[src/rtl/clk_div_gen_if.sv]
// Control/status bundle for clk_div_gen: run request, divisor load handshake
// and the divided clock with its status flags.
interface clk_div_gen_if #(
    parameter int DIV_W = 8
);
    logic             en;
    logic [DIV_W-1:0] div_val;
    logic             div_load;
    logic             clk_out;
    logic             running;
    logic [DIV_W-1:0] cur_div;
    logic             busy;
    logic             div_ack;
    logic             div_err;

    modport master (
        output en, div_val, div_load,
        input  clk_out, running, cur_div, busy, div_ack, div_err
    );

    modport slave (
        input  en, div_val, div_load,
        output clk_out, running, cur_div, busy, div_ack, div_err
    );
endinterface

[src/rtl/clk_div_gen.sv]
// Programmable integer clock divider: floor(N/2) high / ceil(N/2) low, whole
// periods only, divisor changes deferred to a period boundary.
module clk_div_gen #(
    parameter int DIV_W   = 8,
    parameter int DEF_DIV = 2
) (
    input  logic          clk_in,
    input  logic          rst,
    clk_div_gen_if.slave  bus
);

    typedef enum logic {
        IDLE,
        RUN
    } state_t;

    state_t           state_q;
    logic [DIV_W-1:0] cnt_q;
    logic [DIV_W-1:0] cur_div_q;
    logic [DIV_W-1:0] pend_q;
    logic             clk_out_q;
    logic             running_q;
    logic             busy_q;
    logic             ack_q;
    logic             err_q;

    logic             at_boundary_d;
    logic [DIV_W-1:0] cnt_d;
    logic [DIV_W-1:0] eff_div_d;
    logic             load_ok_d;
    logic             load_bad_d;

    // NOTE: every always_comb output gets a default first so no path leaves it unassigned (no latch).
    always_comb begin
        at_boundary_d = (state_q == RUN) && (cnt_q == cur_div_q - DIV_W'(1));
        cnt_d         = at_boundary_d ? '0 : cnt_q + DIV_W'(1);
        eff_div_d     = cur_div_q;
        // The period that starts at a boundary already uses the pending divisor.
        if (at_boundary_d && busy_q) begin
            eff_div_d = pend_q;
        end
        load_ok_d  = bus.div_load && (bus.div_val >= DIV_W'(2));
        load_bad_d = bus.div_load && (bus.div_val <  DIV_W'(2));
    end

    // NOTE: state uses non-blocking assignments so every register samples pre-edge values.
    always_ff @(posedge clk_in) begin
        if (rst) begin
            state_q   <= IDLE;
            cnt_q     <= '0;
            cur_div_q <= DIV_W'(DEF_DIV);
            pend_q    <= '0;
            clk_out_q <= 1'b0;
            running_q <= 1'b0;
            busy_q    <= 1'b0;
            ack_q     <= 1'b0;
            err_q     <= 1'b0;
        end else begin
            ack_q <= 1'b0;
            err_q <= 1'b0;
            case (state_q)
                IDLE: begin
                    if (busy_q) begin
                        cur_div_q <= pend_q;
                        busy_q    <= 1'b0;
                        ack_q     <= 1'b1;
                    end
                    if (bus.en) begin
                        state_q   <= RUN;
                        cnt_q     <= '0;
                        clk_out_q <= 1'b1;
                        running_q <= 1'b1;
                    end
                end
                RUN: begin
                    cnt_q     <= cnt_d;
                    clk_out_q <= (cnt_d < (eff_div_d >> 1));
                    if (at_boundary_d) begin
                        if (busy_q) begin
                            cur_div_q <= pend_q;
                            busy_q    <= 1'b0;
                            ack_q     <= 1'b1;
                        end
                        if (!bus.en) begin
                            state_q   <= IDLE;
                            cnt_q     <= '0;
                            clk_out_q <= 1'b0;
                            running_q <= 1'b0;
                        end
                    end
                end
                default: state_q <= IDLE;
            endcase
            // A load on an applying edge is kept for the next boundary (overrides the busy clear).
            if (load_ok_d) begin
                pend_q <= bus.div_val;
                busy_q <= 1'b1;
            end
            if (load_bad_d) begin
                err_q <= 1'b1;
            end
        end
    end

    assign bus.clk_out = clk_out_q;
    assign bus.running = running_q;
    assign bus.cur_div = cur_div_q;
    assign bus.busy    = busy_q;
    assign bus.div_ack = ack_q;
    assign bus.div_err = err_q;

endmodule

[src/flat_wrapper.sv]
// flat-port wrapper written by rule: the top's interface ports become plain ports
module clk_div_gen_flat 
#(
    parameter int DIV_W   = 8,
    parameter int DEF_DIV = 2
)
  (clk_in, rst, bus_en, bus_div_val, bus_div_load, bus_clk_out, bus_running, bus_cur_div, bus_busy, bus_div_ack, bus_div_err);
  clk_div_gen_if #(.DIV_W(DIV_W)) bus_i ();
  input  logic clk_in;
  input  logic rst;
  input wire logic [$bits(bus_i.en)-1:0] bus_en;
  input wire logic [$bits(bus_i.div_val)-1:0] bus_div_val;
  input wire logic [$bits(bus_i.div_load)-1:0] bus_div_load;
  output wire logic [$bits(bus_i.clk_out)-1:0] bus_clk_out;
  output wire logic [$bits(bus_i.running)-1:0] bus_running;
  output wire logic [$bits(bus_i.cur_div)-1:0] bus_cur_div;
  output wire logic [$bits(bus_i.busy)-1:0] bus_busy;
  output wire logic [$bits(bus_i.div_ack)-1:0] bus_div_ack;
  output wire logic [$bits(bus_i.div_err)-1:0] bus_div_err;
  assign bus_i.en = bus_en;
  assign bus_i.div_val = bus_div_val;
  assign bus_i.div_load = bus_div_load;
  assign bus_clk_out = bus_i.clk_out;
  assign bus_running = bus_i.running;
  assign bus_cur_div = bus_i.cur_div;
  assign bus_busy = bus_i.busy;
  assign bus_div_ack = bus_i.div_ack;
  assign bus_div_err = bus_i.div_err;
  clk_div_gen #(.DIV_W(DIV_W), .DEF_DIV(DEF_DIV)) u_core (.clk_in(clk_in), .rst(rst), .bus(bus_i));
endmodule
[config.mk]
export PLATFORM = sky130hd
export DESIGN_NAME = clk_div_gen_flat
export DESIGN_NICKNAME = d
export VERILOG_FILES = /design/src/rtl/clk_div_gen_if.sv /design/src/rtl/clk_div_gen.sv /design/src/flat_wrapper.sv
export SDC_FILE = /design/constraint.sdc
export NUM_CORES = 1
export LEC_CHECK = 0
export ABC_AREA = 1
export CORE_ASPECT_RATIO = 1.25
export CORE_MARGIN = 3
export CORE_UTILIZATION = 54
export DETAILED_ROUTE_END_ITERATION = 8
export PLACE_DENSITY = 0.87
export SLEW_MARGIN = 30
export SYNTH_ARGS = -nofsm -noshare
export SYNTH_HDL_FRONTEND = slang
export SYNTH_SLANG_ARGS = --single-unit
[constraint.sdc]
create_clock -name clk_in -period 3.1 [get_ports clk_in]
set_input_delay 0.31 -clock clk_in [delete_from_list [all_inputs] [get_ports clk_in]]
set_output_delay 0.31 -clock clk_in [all_outputs]
set_load 0.01 [all_outputs]
* Yosys cells after proc, flatten, opt, wreduce, memory -nomap -nowiden
Cells that the tools add are included.
** Word-level totals
- Bits in registers :: 30
- Input port bits :: 12
- Word-level logic and storage cells :: 51
** Cells by class
- $add $sub $neg :: 2
- Order comparisons :: 3
- Equal/unequal tests :: 5
- Muxes and demuxes :: 26
- Bitwise logic cells :: 1
- Reductions and logical operators :: 5
** Operators by type and width (number)
- 8-bit 2-to-1 mux :: 7
- 8-bit case mux with 2 select lines :: 2
- 1-bit 2-to-1 mux :: 12
- 1-bit case mux with 2 select lines :: 5
- 8-bit by 1-bit adder with 8-bit output (second input constant) :: 1
- 8-bit == test :: 1
- 8-bit by 2-bit greater-or-equal comparator with 1-bit output (second input constant) :: 1
- 8-bit by 2-bit < comparator with 1-bit output (second input constant) :: 1
- 8-bit by 7-bit < comparator with 1-bit output :: 1
- 8-bit by 1-bit subtractor with 8-bit output (second input constant) :: 1
- 2-bit inequality test (second input constant) :: 3
- 1-bit logical AND :: 4
- 3-bit inequality test (second input constant) :: 1
- 3-bit AND reduction :: 1
- 1-bit NOT :: 1

* Logic depth before layout (Yosys ltp)
- Depth in word-level cells :: 9
- Gate-level depth with buffers :: 22

* Worst setup path before layout
OpenSTA, ideal clock, no wires.
- Path kind :: register to register
- From :: register u_core.cur_div_q[0] (netlist: u_core.bus.cur_div[0])
- To :: register u_core.clk_out_q (netlist: u_core.bus.clk_out)
- Library setup time :: 126 ps
- Data arrival time :: 2528 ps
- Required time :: 2974 ps
- Slack :: 446 ps
- Cell stages (with the launch flop) :: 22
- Buffers on the path :: 1
- Cell sequence :: dfxtp_1 inv_2 ha_1 inv_1 nand2_1 nand2_1 nor2_1 nand2_1 nor2_1 nand2_1 nor2_4 nand4_1 clkbuf_1 nand2_1 o21ai_0 ha_1 inv_1 a21oi_2 and3_1 nand2_1 nand2_1 a21oi_2
** On the way
- Cells in the longest elaborated chain, start to end :: 9
** Ends and longest elaborated chain
- start: declaration :: RTL line clk_div_gen.sv:19 : logic [DIV_W-1:0] cur_div_q;
- start signal: assignment :: RTL line clk_div_gen.sv:51 : cur_div_q <= DIV_W'(DEF_DIV);
- start signal: assignment :: RTL line clk_div_gen.sv:64 : cur_div_q <= pend_q;
- start signal: assignment :: RTL line clk_div_gen.sv:80 : cur_div_q <= pend_q;
- 8-bit by 1-bit subtractor with 8-bit output (*) :: RTL line clk_div_gen.sv:35 : at_boundary_d = (state_q == RUN) && (cnt_q == cur_div_q - DIV_W'(1));
- 8-bit == test (*) :: RTL line clk_div_gen.sv:35
- 1-bit logical AND (*) :: RTL line clk_div_gen.sv:35
- 1-bit logical AND :: RTL line clk_div_gen.sv:39 : if (at_boundary_d && busy_q) begin
- 8-bit 2-to-1 mux :: RTL line clk_div_gen.sv:39
- 8-bit by 7-bit < comparator with 1-bit output :: RTL line clk_div_gen.sv:77 : clk_out_q <= (cnt_d < (eff_div_d >> 1));
- 1-bit 2-to-1 mux :: RTL line clk_div_gen.sv:84 : if (!bus.en) begin
- 1-bit 2-to-1 mux (*) :: RTL line clk_div_gen.sv:78 : if (at_boundary_d) begin
- 1-bit case mux with 2 select lines (*) :: RTL line clk_div_gen.sv:61 : case (state_q)
- end signal: assignment :: RTL line clk_div_gen.sv:77
- end: declaration :: RTL line clk_div_gen.sv:21 : logic clk_out_q;
Every way passes the cells marked *; elsewhere a longest branch is shown, timed or not.
A chain may end at the register's enable or synchronous reset.

* Final worst setup path
Same ends and word-level chain as after synthesis.

==> reports/qor.yml <==
outcome:
  status: "finished clean"
logic_synthesis:
  synth_top_area_cell: "dfxtp_1"
  netlist_top_cells_area: "dfxtp_1, nand2_1, inv_1"
  ys_types: 31
  syn_area_per_cell_um2: 6.529
  yosysTopAreaCellShare: 0.3345
  ys_seq_area_frac: 0.3345
  synth_nets: 295
  syn_area_mm2: 0.001795
  yosysWarningCount: 0
  ys_ff_latch: 30
  postSynthCellCount: 275
timing:
  period_minus_slack_ps: 2712
  finalCritPeriodShare: 0.8748
  max_freq_mhz: 368.8
  setup_violations: 0
  tightest_slew_ps: 544.6
  clock_skew_ps: 7.015
  hold_viol: 0
  slew_headroom: 0.6356
  slew_violations: 0
  setup_tns_ps: 0
  grt_setup_unrepaired: "no"
setup_path:
  cp-start-kind: "flip-flop"
  cp_common_cell: "nand2_1"
  crit_path_cell_trace: "inv_2 -> ha_1 -> inv_1 -> nand2_1 -> nand2_1 -> nor2_1 -> nand2_1 -> nor2_1 -> nand2_1 -> nor2_4 -> nand4_1 -> buf_4 -> o21ai_0 -> ha_1 -> nand2_1 -> inv_1 -> nand2_1 -> nand2_1 -> nand2_1 -> nand2_1 -> a21oi_2"
  cpMaxStageDelayCell: "dfxtp_1"
  crit_buf_inv: 4
  r2r-start: "u_core.bus.cur_div[0]"
  cp_max_fo: 13
  critical-path-max-stage-delay_ps: 430
  crit_end: "u_core.bus.clk_out"
  cp.required_ps: 3380
  critPathLaunch: "u_core.bus.cur_div[0]"
  reg2reg_slack_ps: 390
  r2r-end: "u_core.bus.clk_out"
  worstPathArrival_ps: 2990
  critical_path_depth: 21
  reg2reg_depth: 21
  crit_type: "flip-flop to flip-flop"
  critical_path.top_delay_family: "simple AND/OR/NAND/NOR gates"
  end_kind: "flip-flop"
cells_and_area:
  layout_common_cells: "nand2_1, inv_1, dfxtp_1, clkdlybuf4s50_1, a21oi_1"
  final_common_cell: "nand2_1"
  diodes: 0
  fillers: 242
  drive_gt1_frac: 0.09539
  areaGrowthSynthToFinish_pct: 19.86
  fin_nets: 323
  multi_input_area_mm2: 0.001016
  design_area_mm2: 0.002152
  seq_area_um2: 600.6
power_and_ir_drop:
  seq_power_share: 0.450
  ir_drop_uv: 434.2
  p_leak_nw: 1.026
  p_clk_frac: 0.324
  p_switching_mw: 0.2962
  combPwrFrac: 0.226
  swShare: 0.3076
  powerDensity_mw_per_mm2: 447.6
  power.internal_mw: 0.6670
die:
  die_x_um: 57.58
  die_area_mm2: 0.004057
  die_y_um: 70.47
  io_pins: 25
  start_util: 0.5876
  coreArea_mm2: 0.003055
  rows: 22
clocking:
  h-tree-depth: 2
  cts_buffers: 5
  hold_buffers: 0
  clk_latency_ps: 340
  cts-resized-gates: 0
  cts_tree: "done"
  clk_pin_slew_ps: 100
  cts_setup_buffers: 0
  clock-sinks: 30
  clockRootBuffer: "clkbuf_4"
  cts_max_path_buffers: 2
placed_design:
  gp_congestion: 0.8995
  placed_area_mm2: 0.002067
  io_buffers: 24
  dpl.hpwl_mm: 3.190
detailed_routing:
  drt_wl_total_mm: 4.251
  drt-wirelength-per-cell_um: 12.50
  ant_nets: 0
  dr.pass1.iters: 4
  first_iter_violations: 94
  drc: 0
  viasPerCell: 5.326
  num_vias: 1811
global_routing:
  grt_overflow: 0
  grt_pass1_vias: 1646
  antenna_found_initial: 0
  grt_pass1_wl_mm: 7.162
  grt_usage: 0.2212
  grt_max_degree: 18
min_path:
  hp-class: "flip-flop to flip-flop"
job:
  max-cap-violations: 0
==> through the flow <==
stage          std cells  setup slack, ps  total power, mW    util  hold WS (ps)
4_1_cts              339            151.9           0.9605  0.7019         485.0
2_1_floorplan        275            445.8           0.5798       -         379.1
6_report             340            388.2           0.9632  0.7043         487.8
5_1_grt              340            135.6            1.015  0.7043         502.2
3_3_place_gp         331            277.8           0.6515  0.6765         464.1
3_5_place_dp         331            181.1           0.6562  0.6765         471.6
==> Yosys cell counts <==
cell type	n
a21oi_1	23
a21oi_2	2
a31oi_1	1
and2_1	1
and3_1	2
buf_2	2
clkbuf_1	3
clkinv_1	1
dfxtp_1	30
ha_1	8
inv_1	37
inv_2	4
nand2_1	75
nand2_2	2
nand2_4	1
nand3_1	13
nand3_2	2
nand4_1	1
nor2_1	22
nor2_2	6
nor2_4	1
nor3_1	3
nor3_2	1
nor3b_1	1
nor4_1	1
o211ai_1	1
o21ai_0	22
o21ai_1	1
o31ai_1	1
xnor2_1	1
xor2_1	6
==> cell families (layout without fill, tap and decap cells) <==
kind of cell             count (synthesis)  after routing  share of synthesized area
buffers and inverters                   47             76                    0.09965
adder cells (fa/ha/maj)                  8              8                    0.05575
AO/OA/AOI/OAI                           51             51                     0.1498
XOR/XNOR                                 7              7                    0.03415
AND/OR/NAND/NOR                        132            132                     0.3261
flip-flops                              30             30                     0.3345
==> how the worst min path moves through the flow <==
stage	endpoint	slack, ps	startpoint	cells after the start
3_5_place_dp	u_core.pend_q[5]	470	u_core.pend_q[5]	2
5_1_grt	u_core.pend_q[5]	500	u_core.pend_q[5]	2
4_1_cts	u_core.pend_q[5]	490	u_core.pend_q[5]	2
3_3_place_gp	u_core.pend_q[5]	460	u_core.pend_q[5]	2
6_report	u_core.pend_q[5]	490	u_core.pend_q[5]	2
2_1_floorplan	u_core.cnt_q[5]	380	rst	1
==> per-layer routing <==
| layer | GRT usage | share of wire |
|---|---|---|
| met4 | 0.06443 | 0.017 |
| met5 | 0 | 0 |
| met3 | 0.04436 | 0.043 |
| met2 | 0.3756 | 0.50 |
| met1 | 0.2765 | 0.44 |
==> power by group through the flow <==
stage | sequential [mW] | combinational (mW) | clock, mW
6_report | 0.434 | 0.218 | 0.312
5_1_grt | 0.436 | 0.245 | 0.334
4_1_cts | 0.433 | 0.216 | 0.311
3_5_place_dp | 0.442 | 0.215 | 0
3_3_place_gp | 0.441 | 0.211 | 0
2_1_floorplan | 0.440 | 0.140 | 0
==> worst reg2reg max path, cell delays in order (launching register included) <==
cell	delay (ps)
dfxtp_1	430
inv_2	90
ha_1	300
inv_1	40
nand2_1	50
nand2_1	40
nor2_1	90
nand2_1	50
nor2_1	90
nand2_1	90
nor2_4	120
nand4_1	80
buf_4	190
o21ai_0	250
ha_1	290
nand2_1	70
inv_1	50
nand2_1	50
nand2_1	50
nand2_1	60
nand2_1	60
a21oi_2	110
==> layout make-up <==
class	instances	share of cell area
clock buffers	5	0.01744
clock inverters	3	0.01860
inverters	42	0.07326
multi-input cells	198	0.4721
flip-flops and latches	30	0.2791
well taps	36	0.02093
repair buffers	26	0.1186
==> state kept, by name, indices dropped and copies added, names as in the netlist <==
signal and count:
u_core.bus.busy 1, u_core.bus.clk_out 1, u_core.bus.cur_div 8, u_core.bus.div_ack 1, u_core.bus.div_err 1, u_core.bus.running 1
u_core.cnt_q 8, u_core.pend_q 8, u_core.state_q 1
(Power assumes the default switching activity.)
